`src/rtl/fft_out_serializer_pkg.sv`:
```
// Shared types and constants for the FFT output serializer.
// Build option FFT_OUT_MAG_EN (defined in the other files) adds the magnitude estimate.
package fft_pkg;
   localparam int FFT_N     = 4;
   localparam int WORD_W    = 2 ** FFT_N;
   localparam int FRAME_LEN = 8;

   typedef enum logic {IDLE, STREAM} state_e;

   typedef struct packed {
      logic signed [WORD_W-1:0] re;
      logic signed [WORD_W-1:0] im;
   } cplx_t;
endpackage

```
`src/rtl/fft_out_serializer_if.sv`:
```
// Frame-in / bin-stream-out bundle for fft_out_serializer.
// out_mag exists only when FFT_OUT_MAG_EN is defined.
interface fft_out_serializer_if #(parameter int N = 4);
   localparam int W = 2 ** N;

   logic                in_valid;
   logic                in_ready;
   logic signed [W-1:0] y0, y4;
   logic signed [W-1:0] yr1, yi1, yr2, yi2, yr3, yi3;
   logic signed [W-1:0] yr5, yi5, yr6, yi6, yr7, yi7;
   logic                out_valid;
   logic                out_ready;
   logic signed [W-1:0] out_re, out_im;
   logic [2:0]          out_idx;
   logic                out_last;
`ifdef FFT_OUT_MAG_EN
   logic [W:0]          out_mag;
`endif

   modport slave (
      input  in_valid, y0, y4, yr1, yi1, yr2, yi2, yr3, yi3,
             yr5, yi5, yr6, yi6, yr7, yi7, out_ready,
      output in_ready, out_valid, out_re, out_im, out_idx, out_last
`ifdef FFT_OUT_MAG_EN
      , output out_mag
`endif
   );

   modport master (
      output in_valid, y0, y4, yr1, yi1, yr2, yi2, yr3, yi3,
             yr5, yi5, yr6, yi6, yr7, yi7, out_ready,
      input  in_ready, out_valid, out_re, out_im, out_idx, out_last
`ifdef FFT_OUT_MAG_EN
      , input out_mag
`endif
   );
endinterface

```
`src/rtl/fft_mag_approx.sv`:
```
// Magnitude estimate max(|re|,|im|) + min(|re|,|im|)/2, saturating at W+1 bits.
// Used only when FFT_OUT_MAG_EN is defined.
module fft_mag_approx #(parameter int W = 16) (
   input  logic signed [W-1:0] re,
   input  logic signed [W-1:0] im,
   output logic        [W:0]   mag
);
   logic signed [W:0] re_x, im_x;
   logic        [W:0] abs_re, abs_im, mx, mn;
   logic      [W+1:0] sum;

   always_comb begin
      // one extra bit so the most negative input has a representable abs
      re_x   = {re[W-1], re};
      im_x   = {im[W-1], im};
      abs_re = (re_x < 0) ? $unsigned(-re_x) : $unsigned(re_x);
      abs_im = (im_x < 0) ? $unsigned(-im_x) : $unsigned(im_x);
      mx     = (abs_re >= abs_im) ? abs_re : abs_im;
      mn     = (abs_re >= abs_im) ? abs_im : abs_re;
      sum    = {1'b0, mx} + {2'b00, mn[W:1]};
      mag    = sum[W+1] ? '1 : sum[W:0];
   end
endmodule

```
`src/rtl/fft_out_serializer.sv`:
```
// Captures an 8-bin FFT frame in one cycle and streams it out one bin per cycle.
// Define FFT_OUT_MAG_EN to add the out_mag magnitude estimate.
//
// state  | meaning
// IDLE   | no frame held, ready to capture
// STREAM | frame held, emitting bin idx
module fft_out_serializer
   import fft_pkg::*;
#(
   parameter int N = FFT_N
) (
   input logic                 clk,
   input logic                 rst,
   fft_out_serializer_if.slave bus
);
   localparam int W = 2 ** N;

   state_e              state_q, state_d;
   logic [2:0]          idx_q, idx_d;
   logic signed [W-1:0] re_q [FRAME_LEN];
   logic signed [W-1:0] im_q [FRAME_LEN];
   logic signed [W-1:0] re_d [FRAME_LEN];
   logic signed [W-1:0] im_d [FRAME_LEN];
   logic signed [W-1:0] in_re [FRAME_LEN];
   logic signed [W-1:0] in_im [FRAME_LEN];
   logic                out_valid, fire, last_fire, in_ready, capture;

   always_comb begin
      in_re = '{bus.y0, bus.yr1, bus.yr2, bus.yr3, bus.y4, bus.yr5, bus.yr6, bus.yr7};
      in_im = '{'0, bus.yi1, bus.yi2, bus.yi3, '0, bus.yi5, bus.yi6, bus.yi7};
   end

   // in_ready looks through to out_ready so a new frame lands on the last beat
   assign out_valid = (state_q == STREAM);
   assign fire      = out_valid && bus.out_ready;
   assign last_fire = fire && (idx_q == 3'd7);
   assign in_ready  = (state_q == IDLE) || last_fire;
   assign capture   = bus.in_valid && in_ready;

   always_comb begin
      state_d = state_q;
      idx_d   = idx_q;
      re_d    = re_q;
      im_d    = im_q;
      if (capture) begin
         state_d = STREAM;
         idx_d   = 3'd0;
         re_d    = in_re;
         im_d    = in_im;
      end else if (last_fire) begin
         state_d = IDLE;
         idx_d   = 3'd0;
      end else if (fire) begin
         idx_d   = idx_q + 3'd1;
      end
   end

   always_ff @(posedge clk) begin
      if (rst) begin
         state_q <= IDLE;
         idx_q   <= 3'd0;
         for (int i = 0; i < FRAME_LEN; i++) begin
            re_q[i] <= '0;
            im_q[i] <= '0;
         end
      end else begin
         state_q <= state_d;
         idx_q   <= idx_d;
         re_q    <= re_d;
         im_q    <= im_d;
      end
   end

   assign bus.in_ready  = in_ready;
   assign bus.out_valid = out_valid;
   assign bus.out_re    = re_q[idx_q];
   assign bus.out_im    = im_q[idx_q];
   assign bus.out_idx   = idx_q;
   assign bus.out_last  = out_valid && (idx_q == 3'd7);

`ifdef FFT_OUT_MAG_EN
   fft_mag_approx #(.W(W)) u_mag (
      .re  (re_q[idx_q]),
      .im  (im_q[idx_q]),
      .mag (bus.out_mag)
   );
`endif
endmodule

```
`src/flat_wrapper.sv`:
```
// flat-port wrapper written by rule: the top's interface ports become plain ports
module fft_out_serializer_flat import fft_pkg::*;
#(
   parameter int N = FFT_N
)
  (clk, rst, bus_in_valid, bus_y0, bus_y4, bus_yr1, bus_yi1, bus_yr2, bus_yi2, bus_yr3, bus_yi3, bus_yr5, bus_yi5, bus_yr6, bus_yi6, bus_yr7, bus_yi7, bus_out_ready, bus_in_ready, bus_out_valid, bus_out_re, bus_out_im, bus_out_idx, bus_out_last);
  fft_out_serializer_if #(.N(N)) bus_i ();
  input logic clk;
  input logic rst;
  input wire logic [$bits(bus_i.in_valid)-1:0] bus_in_valid;
  input wire logic [$bits(bus_i.y0)-1:0] bus_y0;
  input wire logic [$bits(bus_i.y4)-1:0] bus_y4;
  input wire logic [$bits(bus_i.yr1)-1:0] bus_yr1;
  input wire logic [$bits(bus_i.yi1)-1:0] bus_yi1;
  input wire logic [$bits(bus_i.yr2)-1:0] bus_yr2;
  input wire logic [$bits(bus_i.yi2)-1:0] bus_yi2;
  input wire logic [$bits(bus_i.yr3)-1:0] bus_yr3;
  input wire logic [$bits(bus_i.yi3)-1:0] bus_yi3;
  input wire logic [$bits(bus_i.yr5)-1:0] bus_yr5;
  input wire logic [$bits(bus_i.yi5)-1:0] bus_yi5;
  input wire logic [$bits(bus_i.yr6)-1:0] bus_yr6;
  input wire logic [$bits(bus_i.yi6)-1:0] bus_yi6;
  input wire logic [$bits(bus_i.yr7)-1:0] bus_yr7;
  input wire logic [$bits(bus_i.yi7)-1:0] bus_yi7;
  input wire logic [$bits(bus_i.out_ready)-1:0] bus_out_ready;
  output wire logic [$bits(bus_i.in_ready)-1:0] bus_in_ready;
  output wire logic [$bits(bus_i.out_valid)-1:0] bus_out_valid;
  output wire logic [$bits(bus_i.out_re)-1:0] bus_out_re;
  output wire logic [$bits(bus_i.out_im)-1:0] bus_out_im;
  output wire logic [$bits(bus_i.out_idx)-1:0] bus_out_idx;
  output wire logic [$bits(bus_i.out_last)-1:0] bus_out_last;
  assign bus_i.in_valid = bus_in_valid;
  assign bus_i.y0 = bus_y0;
  assign bus_i.y4 = bus_y4;
  assign bus_i.yr1 = bus_yr1;
  assign bus_i.yi1 = bus_yi1;
  assign bus_i.yr2 = bus_yr2;
  assign bus_i.yi2 = bus_yi2;
  assign bus_i.yr3 = bus_yr3;
  assign bus_i.yi3 = bus_yi3;
  assign bus_i.yr5 = bus_yr5;
  assign bus_i.yi5 = bus_yi5;
  assign bus_i.yr6 = bus_yr6;
  assign bus_i.yi6 = bus_yi6;
  assign bus_i.yr7 = bus_yr7;
  assign bus_i.yi7 = bus_yi7;
  assign bus_i.out_ready = bus_out_ready;
  assign bus_in_ready = bus_i.in_ready;
  assign bus_out_valid = bus_i.out_valid;
  assign bus_out_re = bus_i.out_re;
  assign bus_out_im = bus_i.out_im;
  assign bus_out_idx = bus_i.out_idx;
  assign bus_out_last = bus_i.out_last;
  fft_out_serializer #(.N(N)) u_core (.clk(clk), .rst(rst), .bus(bus_i));
endmodule
```
`config.mk`:
```
export PLATFORM = sky130hd
export DESIGN_NAME = fft_out_serializer_flat
export DESIGN_NICKNAME = d
export VERILOG_FILES = /design/src/rtl/fft_out_serializer_pkg.sv /design/src/rtl/fft_out_serializer_if.sv /design/src/rtl/fft_mag_approx.sv /design/src/rtl/fft_out_serializer.sv /design/src/flat_wrapper.sv
export SDC_FILE = /design/constraint.sdc
export NUM_CORES = 1
export LEC_CHECK = 0
export BUFFER_PORTS_ARGS = -buffer_cell sky130_fd_sc_hd__buf_4
export CORE_MARGIN = 1
export CORE_UTILIZATION = 35
export DETAILED_ROUTE_END_ITERATION = 8
export PLACE_DENSITY = 0.68
export SYNTH_ARGS = -nofsm -noshare
export SYNTH_HDL_FRONTEND = slang
export SYNTH_HIERARCHICAL = 1
export SYNTH_SLANG_ARGS = --single-unit
```
`constraint.sdc`:
```
create_clock -name clk -period 1.85 [get_ports clk]
set_clock_uncertainty 0.2 [all_clocks]
set_input_delay 0.0925 -clock clk [delete_from_list [all_inputs] [get_ports clk]]
set_output_delay 0.0925 -clock clk [all_outputs]
set_load 0.01 [all_outputs]
```
# After elaboration in Yosys (flattened, before gate mapping)
# Cells that the tools add are included.
[op_classes] add_sub_neg=1 n_bitwise=2 magnitude_cmp=1 n_mux=8 n_reduce_logical=7 eq_ne=1
[ops] op="$bmux W16 S3" n=2
[ops] op="$mux W16" n=4
[ops] op="$ge A4 B4 Y1 const B" n=1
[ops] op="$logic_and A1 B1 Y1" n=4
[ops] op="$not A3 Y4" n=1
[ops] op="$add A3 B1 Y3 const B" n=1
[ops] op="$eq A3 B3 Y1 const B" n=1
[ops] op="$reduce_or A3 Y1" n=1
[ops] op="$mux W1" n=2
[ops] op="$reduce_bool A2 Y1" n=1
[ops] op="$logic_or A1 B1 Y1" n=1
[ops] op="$not A1 Y1" n=1
[totals] register_bits=228 word_cells=36 out_inout_bits=38 input_bits=228

# Longest topological paths before layout
# Gate-level depths: netlist of the first run.
[depth] word_depth=5 depth_mapped=8 depth_no_buf=5

# Worst setup path after synthesis of the first run
# No wires, ideal clock.
[synth_path] kind="register to register" startpoint="register u_core.idx_q[0], in the netlist u_core/bus.out_idx[0]" endpoint="register u_core/re_q[100] (netlist name)" arrival_time_ns=1.508 path_buffers=3 period_less_slack_ns=1.828 required_ns=1.530 setup_ns=0.120 path_stages_with_launch=9 path_slack_ns=0.022 path_cell_list="dfxtp_1 -> ha_1 -> ha_1 -> a21boi_2 -> nor2b_1 -> buf_2 -> buf_6 -> buf_6 -> mux2i_1"
[synth_between] elab_chain_len=4
[synth_lines] item="start, declared" line_no="fft_out_serializer.sv:19" source="logic [2:0] idx_q, idx_d;"
[synth_lines] item="start signal, assigned" line_no="fft_out_serializer.sv:68" source="idx_q <= idx_d;"
[synth_lines] item="$eq A3 B3 Y1" line_no="fft_out_serializer.sv:36" source="assign last_fire = fire && (idx_q == 3'd7);"
[synth_lines] item="$logic_and A1 B1 Y1" line_no="fft_out_serializer.sv:36"
[synth_lines] item="$logic_or A1 B1 Y1" line_no="fft_out_serializer.sv:37" source="assign in_ready = (state_q == IDLE) || last_fire;"
[synth_lines] item="$logic_and A1 B1 Y1" line_no="fft_out_serializer.sv:38" source="assign capture = bus.in_valid && in_ready;"
[synth_lines] item="end signal, assigned" line_no="fft_out_serializer.sv:69" source="re_q <= re_d;"
[synth_lines] item="end, declared" line_no="fft_out_serializer.sv:20" source="logic signed [W-1:0] re_q [FRAME_LEN];"
# Every way passes these cells.
# A chain may end at the register's enable or synchronous reset.

# Final worst setup path of the first run
[layout_path] startpoint="register u_core.idx_q[1], in the netlist u_core/bus.out_idx[1]" endpoint="output port bus_out_re[11]"
[layout_between] elab_chain_len=4
[layout_lines] item="$not A3 Y4 (not written as such)" line_no="fft_out_serializer.sv:76" source="assign bus.out_re = re_q[idx_q];"
[layout_lines] item="$bmux W16 S3" line_no="fft_out_serializer.sv:76"
[layout_lines] item="$mux W16 (not written as such) (2 in series)" line_no="fft_out_serializer.sv:76"
[layout_lines] item="end, declared" line_no="flat_wrapper.sv:28" source="output wire logic [$bits(bus_i.out_re)-1:0] bus_out_re;"
# Every way passes these cells. The select of a mux whose other input is x is not followed.

==> flow_summary.yaml, run 1 <==
sta:
  hold_viol_final: 0
  min_period_over_period_pct: 129
  rsz0062_at_grt: "yes"
  maxSlewHeadroom_pct: 72.1
  setup_violations: 261
  worst_slew_pin_slew_ps: 419
  hold_slack_ps: 168
  worst_slack_ps: -541
  fin_crit_ps: 2390
  final.setup.tns_ps: -79350
  timing.fmax_ghz: 0.418
  drv_slew: 0
logic_synthesis:
  ys_ff_latch: 228
  seq_area_frac_synth_pct: 38.4
  synth_top_area_share_pct: 38.4
  synth_area_leader_cell: "dfxtp_1"
  synthFlopType: "dfxtp_1"
  yosysMostFrequentCell: "nand2b_1"
  ys_top_cells_by_count: "nand2b_1 (449), mux2i_1 (256), dfxtp_1 (228), clkbuf_1 (56)"
  yosys_warnings: 6
  synth_cell_types: 21
  synthMuxAreaShare_pct: 30.7
  synth_edf_count: 0
  synth_cells: 1145
  synth_area_sq_mm: 0.0119
  synthAdderAreaFrac_pct: 0.211
  syn-num-nets: 1375
  synth.area.top_cells: "dfxtp_1 (38%), nand2b_1 (24%), mux2i_1 (22%), mux4_2 (6.1%), mux2_2 (3.0%)"
  synth-xor-area-share_pct: 0.0737
  avgSynthCellArea_sq_um: 10.4
  synth-compound-area-share_pct: 1.42
  synth_top_family_by_area: "multiplexers"
  synth-simple-area-share_pct: 24.6
  async_reset_ff_share_pct: 0
placement:
  place_hpwl_um: 23300
  place.gp.congestion: 0.867
  portBuffers: 265
  post-place-cells: 1814
grt:
  grt_use_total_pct: 21.0
  antenna_found_initial: 4
  grt_max_degree: 98
  grt_pass1_wl_um: 56200
  grt_overflow: 0
  grt_pass1_vias: 10400
floorplanning:
  dieArea_sq_mm: 0.0347
  dieHeight_um: 186
  pin_count: 266
  rows: 67
  fp.dieW_um: 186
  placeableCoreArea_sq_mm: 0.0334
  start_util_pct: 35.5
critical_path:
  max_stage_delay_ps: 570
  timing.rr.start: "u_core/bus.out_idx[0]$_SDFFE_PP0P_"
  crit_fanout: 7
  cp-end-kind: "output pin"
  critPathTopFamily: "multiplexers"
  path_class: "flip-flop to output pin"
  path_cells: "buf_12 > mux4_2 > mux2_4 > buf_6"
  required_ps: 1560
  path_buf_inv: 2
  crit_path_start_kind: "flip-flop"
  slowest_stage: "mux4_2"
  arrival_ps: 2100
  crit_start: "u_core/bus.out_idx[1]$_SDFFE_PP0P_"
cells_and_area:
  syn2layout_area_growth_pct: 60.7
  stdcell_count: 2134
  drive_gt1_share_pct: 30.2
  utilization_pct: 57.1
  finalNetCount: 1895
route:
  wl_um: 38000
  routed-wl-met2_um: 17700
  dr.pass1.iters: 5
  routed.top_layer: "met5"
  vias_per_cell: 4.69
  vias: 10000
  drt-wirelength-per-cell_um: 17.8
  met3_length_um: 1550
  drc: 0
  drtIter0Drc: 541
  ant_nets: 0
  met1_length_um: 17300
power_and_ir_drop:
  p_leak_nw: 7.84
  power-per-cell-area_mw_per_mm2: 691
  ir_drop_uv: 649
  p_total_mw: 13.2
clock_network:
  cts_buffers: 27
  cts_sinks: 228
  clk_latency_ps: 540
  htreeDepth: 1
  clockRootBuffer: "clkbuf_16"
  clockBufferDepth: 3
  path_clk_slew_ps: 60
  cts_tree: "yes"
status:
  violations: "negative setup slack"
  outcome: "finished, violations left"
hold_path:
  min_path_type: "primary input to flip-flop"
  worstHoldStart: "bus_yr5[1]"
flow_run:
  cap_violations: 0
==> report_power, final <==
part / switching, mW / leakage, nW / internal [mW]
Sequential: 0.190 / 1.88 / 5.22
Combinational: 0.935 / 5.54 / 1.69
Clock: 2.15 / 0.425 / 3.01
Total: 3.27 / 7.84 / 9.92
==> per-stage QoR <==
step                      instance area [sq um]  worst slack [ps]
final                                     19100              -541
after global routing                      19100              -596
after CTS                                 18800              -555
after detailed placement                  14600              -111
after global placement                    14600             -17.3
after floorplan                           11900              22.5
==> worst register-to-register path: stages (launching register included) <==
cell and delay (ps):
dfxtp_4 430, ha_1 180, ha_2 190, a21boi_2 70, buf_4 150, nor2b_4 130, buf_4 130, bufbuf_16 270
bufbuf_16 280, mux2i_1 180
==> layer usage <==
layer,up-vias,global-route usage (%)
li1,4879,-
met1,4758,28.5
met3,86,2.76
met4,2,7.97
met2,288,33.9
met5,-,0
==> cells by family after synthesis <==
family                   count (synthesis)
buffers and inverters                   96
AND/OR/NAND/NOR                        478
XOR/XNOR                                 1
AO/OA/AOI/OAI                           20
adder cells (fa/ha/maj)                  2
flip-flops                             228
multiplexers                           320
==> flip-flops by register name, indices dropped and copies added (netlist names) <==
| signal | cells |
|---|---|
| u_core/im_q | 96 |
| u_core/re_q | 128 |
| u_core/bus.out_valid | 1 |
| u_core/bus.out_idx | 3 |
==> final timing paths <==
check / end / slack, ps / cells after the start
worst max-delay path: bus_out_re[11] / -540 / 4
worst min-delay path: u_core/re_q[33]$_SDFFE_PP0P_ / 170 / 4
worst max register to register: u_core/im_q[68]$_SDFFE_PP0P_ / -430 / 9
worst min register to register: u_core/re_q[37]$_SDFFE_PP0P_ / 270 / 2
==> final cells by class <==
cell class | instances | area [sq um]
Clock inverter | 10 | 82.6
Timing Repair Buffer | 586 | 5950
Multi-Input combinational cell | 821 | 7140
Tap cell | 448 | 561
Sequential cell | 228 | 4570
Clock buffer | 37 | 763
Inverter | 1 | 3.75
Antenna cell | 3 | 7.51
Fill cell | 2660 | 14400
==> placed cells by master (no fill, tap or decap), drive strengths merged <==
master / Yosys / layout
nand3: 2 / 2
nor2b: 2 / 2
clkinv: 0 / 7
o221ai: 16 / 16
a21oi: 2 / 2
a21boi: 1 / 1
mux4: 32 / 32
bufbuf: 0 / 14
nor2: 4 / 4
and2: 1 / 1
dlygate4sd3: 0 / 233
xor2: 1 / 1
mux2: 32 / 32
inv: 1 / 3
o21bai: 1 / 1
mux2i: 256 / 256
dfxtp: 228 / 228
nand2b: 449 / 449
bufinv: 0 / 1
clkbuf: 56 / 40
nand2: 20 / 20
ha: 2 / 2
buf: 39 / 336
diode: 0 / 3
==> timing repair <==
item                       4_1_cts  5_1_grt
setup buffers                   13        5
hold buffers                   233        0
cloned                          17        2
setup endpoints to repair      241      258
pin swaps                        1        4
hold endpoints to repair       228        0
resized for setup               83       49
Power figures use the tool's default switching activity.
==> inputs of run 2 (changes only) <==
--- a/config.mk
+++ b/config.mk
@@ -7,9 +7,9 @@
 export LEC_CHECK = 0
 export BUFFER_PORTS_ARGS = -buffer_cell sky130_fd_sc_hd__buf_4
 export CORE_MARGIN = 1
-export CORE_UTILIZATION = 35
+export CORE_UTILIZATION = 45
 export DETAILED_ROUTE_END_ITERATION = 8
-export PLACE_DENSITY = 0.68
+export PLACE_DENSITY = 0.81
 export SYNTH_ARGS = -nofsm -noshare
 export SYNTH_HDL_FRONTEND = slang
 export SYNTH_HIERARCHICAL = 1
==> run 2 against run 1 <==
- the run still ends with negative setup slack left
- clock power up 4.8%
- sequential cell count stayed put
- register-to-register slack lost 150 ps
- first-iteration DRC count grew 49%
==> flow_summary.yaml, run 2 (synthesis gave the netlist of run 1 again) <==
cells_and_area:
  drive_gt1_share_pct: 32.5
  finalNetCount: 1945
  largest-register: "u_core/re_q"
  layout_common_cells: "nand2b_1 (448), buf_4 (287), dlygate4sd3_1 (253)"
  final_common_cell: "nand2b_1"
  largest_reg_flops: 128
  syn2layout_area_growth_pct: 68.4
sta:
  worst_slack_ps: -737
  final.setup.tns_ps: -106650
  hold_slack_ps: 152
  worst_slew_pin_slew_ps: 624
  drv_slew: 0
  min_period_over_period_pct: 140
  timing.fmax_ghz: 0.387
  fin_crit_ps: 2590
  setup_violations: 262
  hold_viol_final: 0
  rsz0062_at_grt: "yes"
  maxSlewHeadroom_pct: 57.2
clock_network:
  htreeDepth: 1
  cts_sinks: 228
  cts_tree: "yes"
  clk_latency_ps: 560
  clockRootBuffer: "clkbuf_16"
  clockBufferDepth: 3
  cts_buffers: 25
  path_clk_slew_ps: 70
grt:
  antenna_found_initial: 4
  grt_use_total_pct: 31.9
  grt_pass1_vias: 11500
  grt_overflow: 0
  grt_pass1_wl_um: 65200
  grt_max_degree: 77
status:
  outcome: "finished, violations left"
  violations: "negative setup slack"
floorplanning:
  dieArea_sq_mm: 0.0270
  placeableCoreArea_sq_mm: 0.0260
  start_util_pct: 45.7
  pin_count: 266
  fp.dieW_um: 164
  dieHeight_um: 164
  rows: 59
hold_path:
  min_path_type: "primary input to flip-flop"
placement:
  place.gp.congestion: 0.908
  portBuffers: 265
  place_hpwl_um: 22200
critical_path:
  cp-end-kind: "output pin"
  crit_path_start_kind: "flip-flop"
  crit_fanout: 36
  required_ps: 1560
  arrival_ps: 2290
  path_class: "flip-flop to output pin"
route:
  dr.pass1.iters: 7
  drt-wirelength-per-cell_um: 22.4
  vias_per_cell: 5.29
  vias: 11000
  drc: 0
  wl_um: 46500
  drtIter0Drc: 808
  ant_nets: 0
power_and_ir_drop:
  ir_drop_uv: 698
  power-per-cell-area_mw_per_mm2: 687
  p_leak_nw: 8.26
  p_total_mw: 13.7
flow_run:
  cap_violations: 0
==> run 2: changes by cell type in the layout (fill, tap and decap cells not counted), moves of 6 or more <==
cell,delta
buf_12,+13
buf_16,+9
buf_4,+8
buf_8,+6
diode_2,+6
dlygate4sd3_1,+20
mux2_2,+8
mux2_4,-8
mux2i_1,-16
mux2i_4,+13
nand2_2,-7
nand2_4,+7
==> run 2: through the flow <==
| step | worst slack [ps] | instances | util, % | area, sq um |
|---|---|---|---|---|
| 2_1_floorplan | 22.5 | 1145 | - | 11900 |
| 3_3_place_gp | 9.18 | 1700 | 55.5 | 14400 |
| 3_5_place_dp | -72.1 | 1700 | 55.5 | 14400 |
| 4_1_cts | -566 | 2055 | 75.1 | 19500 |
| 5_1_grt | -770 | 2073 | 76.9 | 20000 |
| 6_report | -737 | 2078 | 77.0 | 20000 |
==> run 2: repair_timing <==
item,in CTS,in global routing
endpoints found under the setup margin,205,261
hold endpoints to repair,228,0
buffers inserted,29,14
cloned,27,2
resized for setup,141,67
pin swaps,15,3
hold buffers,253,0
==> run 2: final cells by class <==
cell class | count | area, sq um
Inverter | 1 | 3.75
Multi-Input combinational cell | 821 | 7380
Antenna cell | 9 | 22.5
Tap cell | 335 | 419
Fill cell | 1409 | 5980
Sequential cell | 228 | 4570
Timing Repair Buffer | 638 | 6720
Clock inverter | 11 | 126
Clock buffer | 35 | 754
==> run 2: path summary, 6_finish.rpt <==
check                                startpoint                             to  slack (ps)  cells past startpoint
max          u_core/bus.out_idx[2]$_SDFFE_PP0P_                 bus_out_im[11]        -740                      4
min                                  bus_yr1[9]  u_core/re_q[105]$_SDFFE_PP0P_         150                      4
max reg2reg  u_core/bus.out_idx[1]$_SDFFE_PP0P_   u_core/im_q[21]$_SDFFE_PP0P_        -580                     12
min reg2reg        u_core/im_q[98]$_SDFFE_PP0P_   u_core/im_q[98]$_SDFFE_PP0P_         270                      2
==> run 2: metal layers <==
layer  track usage (%)  wire (um)  vias up
met5                 0          0        -
met4              19.6       2840        0
met3              6.38       2850      189
met2              54.7      23300      459
met1              36.5      17500     5355
li1                  -          -     4996
==> run 2: power breakdown <==
part / switching (mW) / total (mW) / internal, mW
registers: 0.235 / 5.46 / 5.22
logic: 1.08 / 2.87 / 1.79
clock network: 2.26 / 5.41 / 3.15
==> run 2: critical path, stage by stage (launching register included) <==
cell and delay, ps:
dfxtp_2 380, buf_12 290, mux2i_1 600, o221ai_2 250
buf_4 200
==> inputs of run 3 (changes only) <==
--- a/config.mk
+++ b/config.mk
@@ -5,11 +5,13 @@
 export SDC_FILE = /design/constraint.sdc
 export NUM_CORES = 1
 export LEC_CHECK = 0
+export ABC_CLOCK_PERIOD_IN_PS = 1850
 export BUFFER_PORTS_ARGS = -buffer_cell sky130_fd_sc_hd__buf_4
 export CORE_MARGIN = 1
 export CORE_UTILIZATION = 45
 export DETAILED_ROUTE_END_ITERATION = 8
 export PLACE_DENSITY = 0.81
+export SKIP_CTS_REPAIR_TIMING = 1
 export SYNTH_ARGS = -nofsm -noshare
 export SYNTH_HDL_FRONTEND = slang
 export SYNTH_HIERARCHICAL = 1
==> run 3 against run 2 <==
- critical path depth unchanged
- sequential cell count unchanged
- worst hold slack improved by 17 ps
- largest cell class unchanged
- core utilization decreased by 3.6 points
- largest power group unchanged
- global-route usage decreased by 10 points
- highest routed layer is now met5
- fmax increased by 4.6%
- via count decreased by 3.1%
- clock power decreased by 1%
- register-to-register slack improved by 100 ps
- the flow still finishes with violations (negative setup slack)
- non-clock buffer count decreased by 36
- count of clock-buffer cells in the layout unchanged
==> flow_summary.yaml, run 3 (synthesis gave the netlist of run 1 again) <==
cells_and_area:
  final_common_cell: "nand2b_1"
  n_fill_cell: 1590
  fin_area_sq_mm: 0.0191
  largest-register: "u_core/re_q"
  utilization_pct: 73.3
  syn2layout_area_growth_pct: 60.4
  drive_gt1_share_pct: 31.0
  largest_reg_flops: 128
  layout_common_cells: "nand2b_1 (448), buf_4 (290), mux2i_1 (242)"
  finalNetCount: 1909
power_and_ir_drop:
  p_sw_share_pct: 25.6
  p_int_mw: 10.0
  pwr-share-clk_pct: 39.8
  p_leak_nw: 7.94
  p_sw_mw: 3.44
  comb_power_share_pct: 19.6
  p_total_mw: 13.4
  ir_drop_uv: 670
  power-per-cell-area_mw_per_mm2: 705
  power_frac_seq_pct: 40.5
route:
  ant_nets: 0
  drc: 0
  vias_per_cell: 5.23
  drt-wirelength-per-cell_um: 21.1
  wl_um: 43000
  vias: 10700
  dr.pass1.iters: 7
  drtIter0Drc: 774
placement:
  place_hpwl_um: 22200
  place_area_sq_mm: 0.0144
  post-place-ws_ps: -72.1
  portBuffers: 265
  place.gp.congestion: 0.908
sta:
  fin_crit_ps: 2470
  worst_slack_ps: -623
  rsz0062_at_grt: "yes"
  hold_viol_final: 0
  hold_slack_ps: 169
  drv_slew: 0
  worst_slew_pin_slew_ps: 416
  min_period_over_period_pct: 134
  maxSlewHeadroom_pct: 71.4
  timing.fmax_ghz: 0.404
  setup_violations: 260
critical_path:
  max_stage_delay_ps: 580
  cp-end-kind: "output pin"
  path_buf_inv: 2
  required_ps: 1560
  critPathTopFamily: "multiplexers"
  path_cells: "buf_12 > mux4_2 > mux2_2 > buf_4"
  slowest_stage: "mux4_2"
  crit_fanout: 10
  path_class: "flip-flop to output pin"
  crit_path_start_kind: "flip-flop"
  arrival_ps: 2180
grt:
  grt_overflow: 0
  grt_pass1_wl_um: 46200
  antenna_found_initial: 3
  grt_max_degree: 77
  grt_use_total_pct: 21.9
  grt_pass1_vias: 8414
floorplanning:
  rows: 59
  placeableCoreArea_sq_mm: 0.0260
  pin_count: 266
  dieArea_sq_mm: 0.0270
  dieHeight_um: 164
  start_util_pct: 45.7
  fp.dieW_um: 164
clock_network:
  cts_sinks: 228
  cts_tree: "yes"
  clockRootBuffer: "clkbuf_16"
  htreeDepth: 1
  cts_buffers: 25
  clockBufferDepth: 3
  clk_latency_ps: 540
  path_clk_slew_ps: 60
status:
  violations: "negative setup slack"
  outcome: "finished, violations left"
hold_path:
  min_path_type: "primary input to flip-flop"
flow_run:
  cap_violations: 0
[run 3: changes by cell type in the layout (fill, tap and decap cells not counted), moves of 8 or more]
cell	before	now
mux2i_1	226	242
mux2i_4	17	7
clkbuf_16	28	48
dlygate4sd3_1	253	227
bufbuf_16	12	0
buf_12	37	22
buf_16	18	8
mux2_2	9	17
mux2_4	23	15
[run 3: worst reg2reg max path, delay by kind of cell (launching register included)]
family	cells	cell delay, ps
multiplexers	1	280
flip-flops	1	400
adder cells (fa/ha/maj)	2	380
buffers and inverters	4	680
AND/OR/NAND/NOR	1	210
AO/OA/AOI/OAI	1	70
[run 3: per-layer routing]
metal | up-vias | part of all wire [%] | global-route usage (%)
met3 | 157 | 6.4 | 2.91
met5 | - | 0.042 | 0
met1 | 5075 | 39 | 31.2
li1 | 4921 | - | -
met4 | 2 | 5.3 | 8.59
met2 | 502 | 49 | 33.6
[run 3: final timing paths]
| kind | start | cells after the start | slack (ps) | endpoint |
|---|---|---|---|---|
| worst max-delay path | u_core/bus.out_idx[1]$_SDFFE_PP0P_ | 4 | -620 | bus_out_re[9] |
| worst min-delay path | bus_yr1[9] | 4 | 170 | u_core/re_q[105]$_SDFFE_PP0P_ |
| worst max register to register | u_core/bus.out_idx[1]$_SDFFE_PP0P_ | 9 | -480 | u_core/im_q[85]$_SDFFE_PP0P_ |
| worst min register to register | u_core/im_q[98]$_SDFFE_PP0P_ | 2 | 270 | u_core/im_q[98]$_SDFFE_PP0P_ |
[run 3: through the flow]
step	TNS, ps	cells
finish	-82200	2036
global route	-93680	2034
CTS	-22420	1746
detailed placement	-2340	1700
global placement	0	1700
floorplan	0	1145
[run 3: power by group through the flow]
stage | combinational [mW] | sequential [mW] | clock (mW)
4_1_cts | 1.76 | 5.40 | 5.39
5_1_grt | 2.77 | 5.47 | 5.61
3_5_place_dp | 1.75 | 5.50 | 0
3_3_place_gp | 1.72 | 5.49 | 0
6_report | 2.64 | 5.45 | 5.35
2_1_floorplan | 1.05 | 5.44 | 0
[run 3: area by class of cell]
cell class                      count  area (sq um)  share of cell area [%]
Antenna cell                        3          7.51                  0.0394
Clock buffer                       35           754                    3.96
Clock inverter                     11           126                   0.663
Inverter                            1          3.75                  0.0197
Multi-Input combinational cell    821          7090                    37.2
Sequential cell                   228          4570                    24.0
Tap cell                          335           419                    2.20
Timing Repair Buffer              602          6080                    31.9
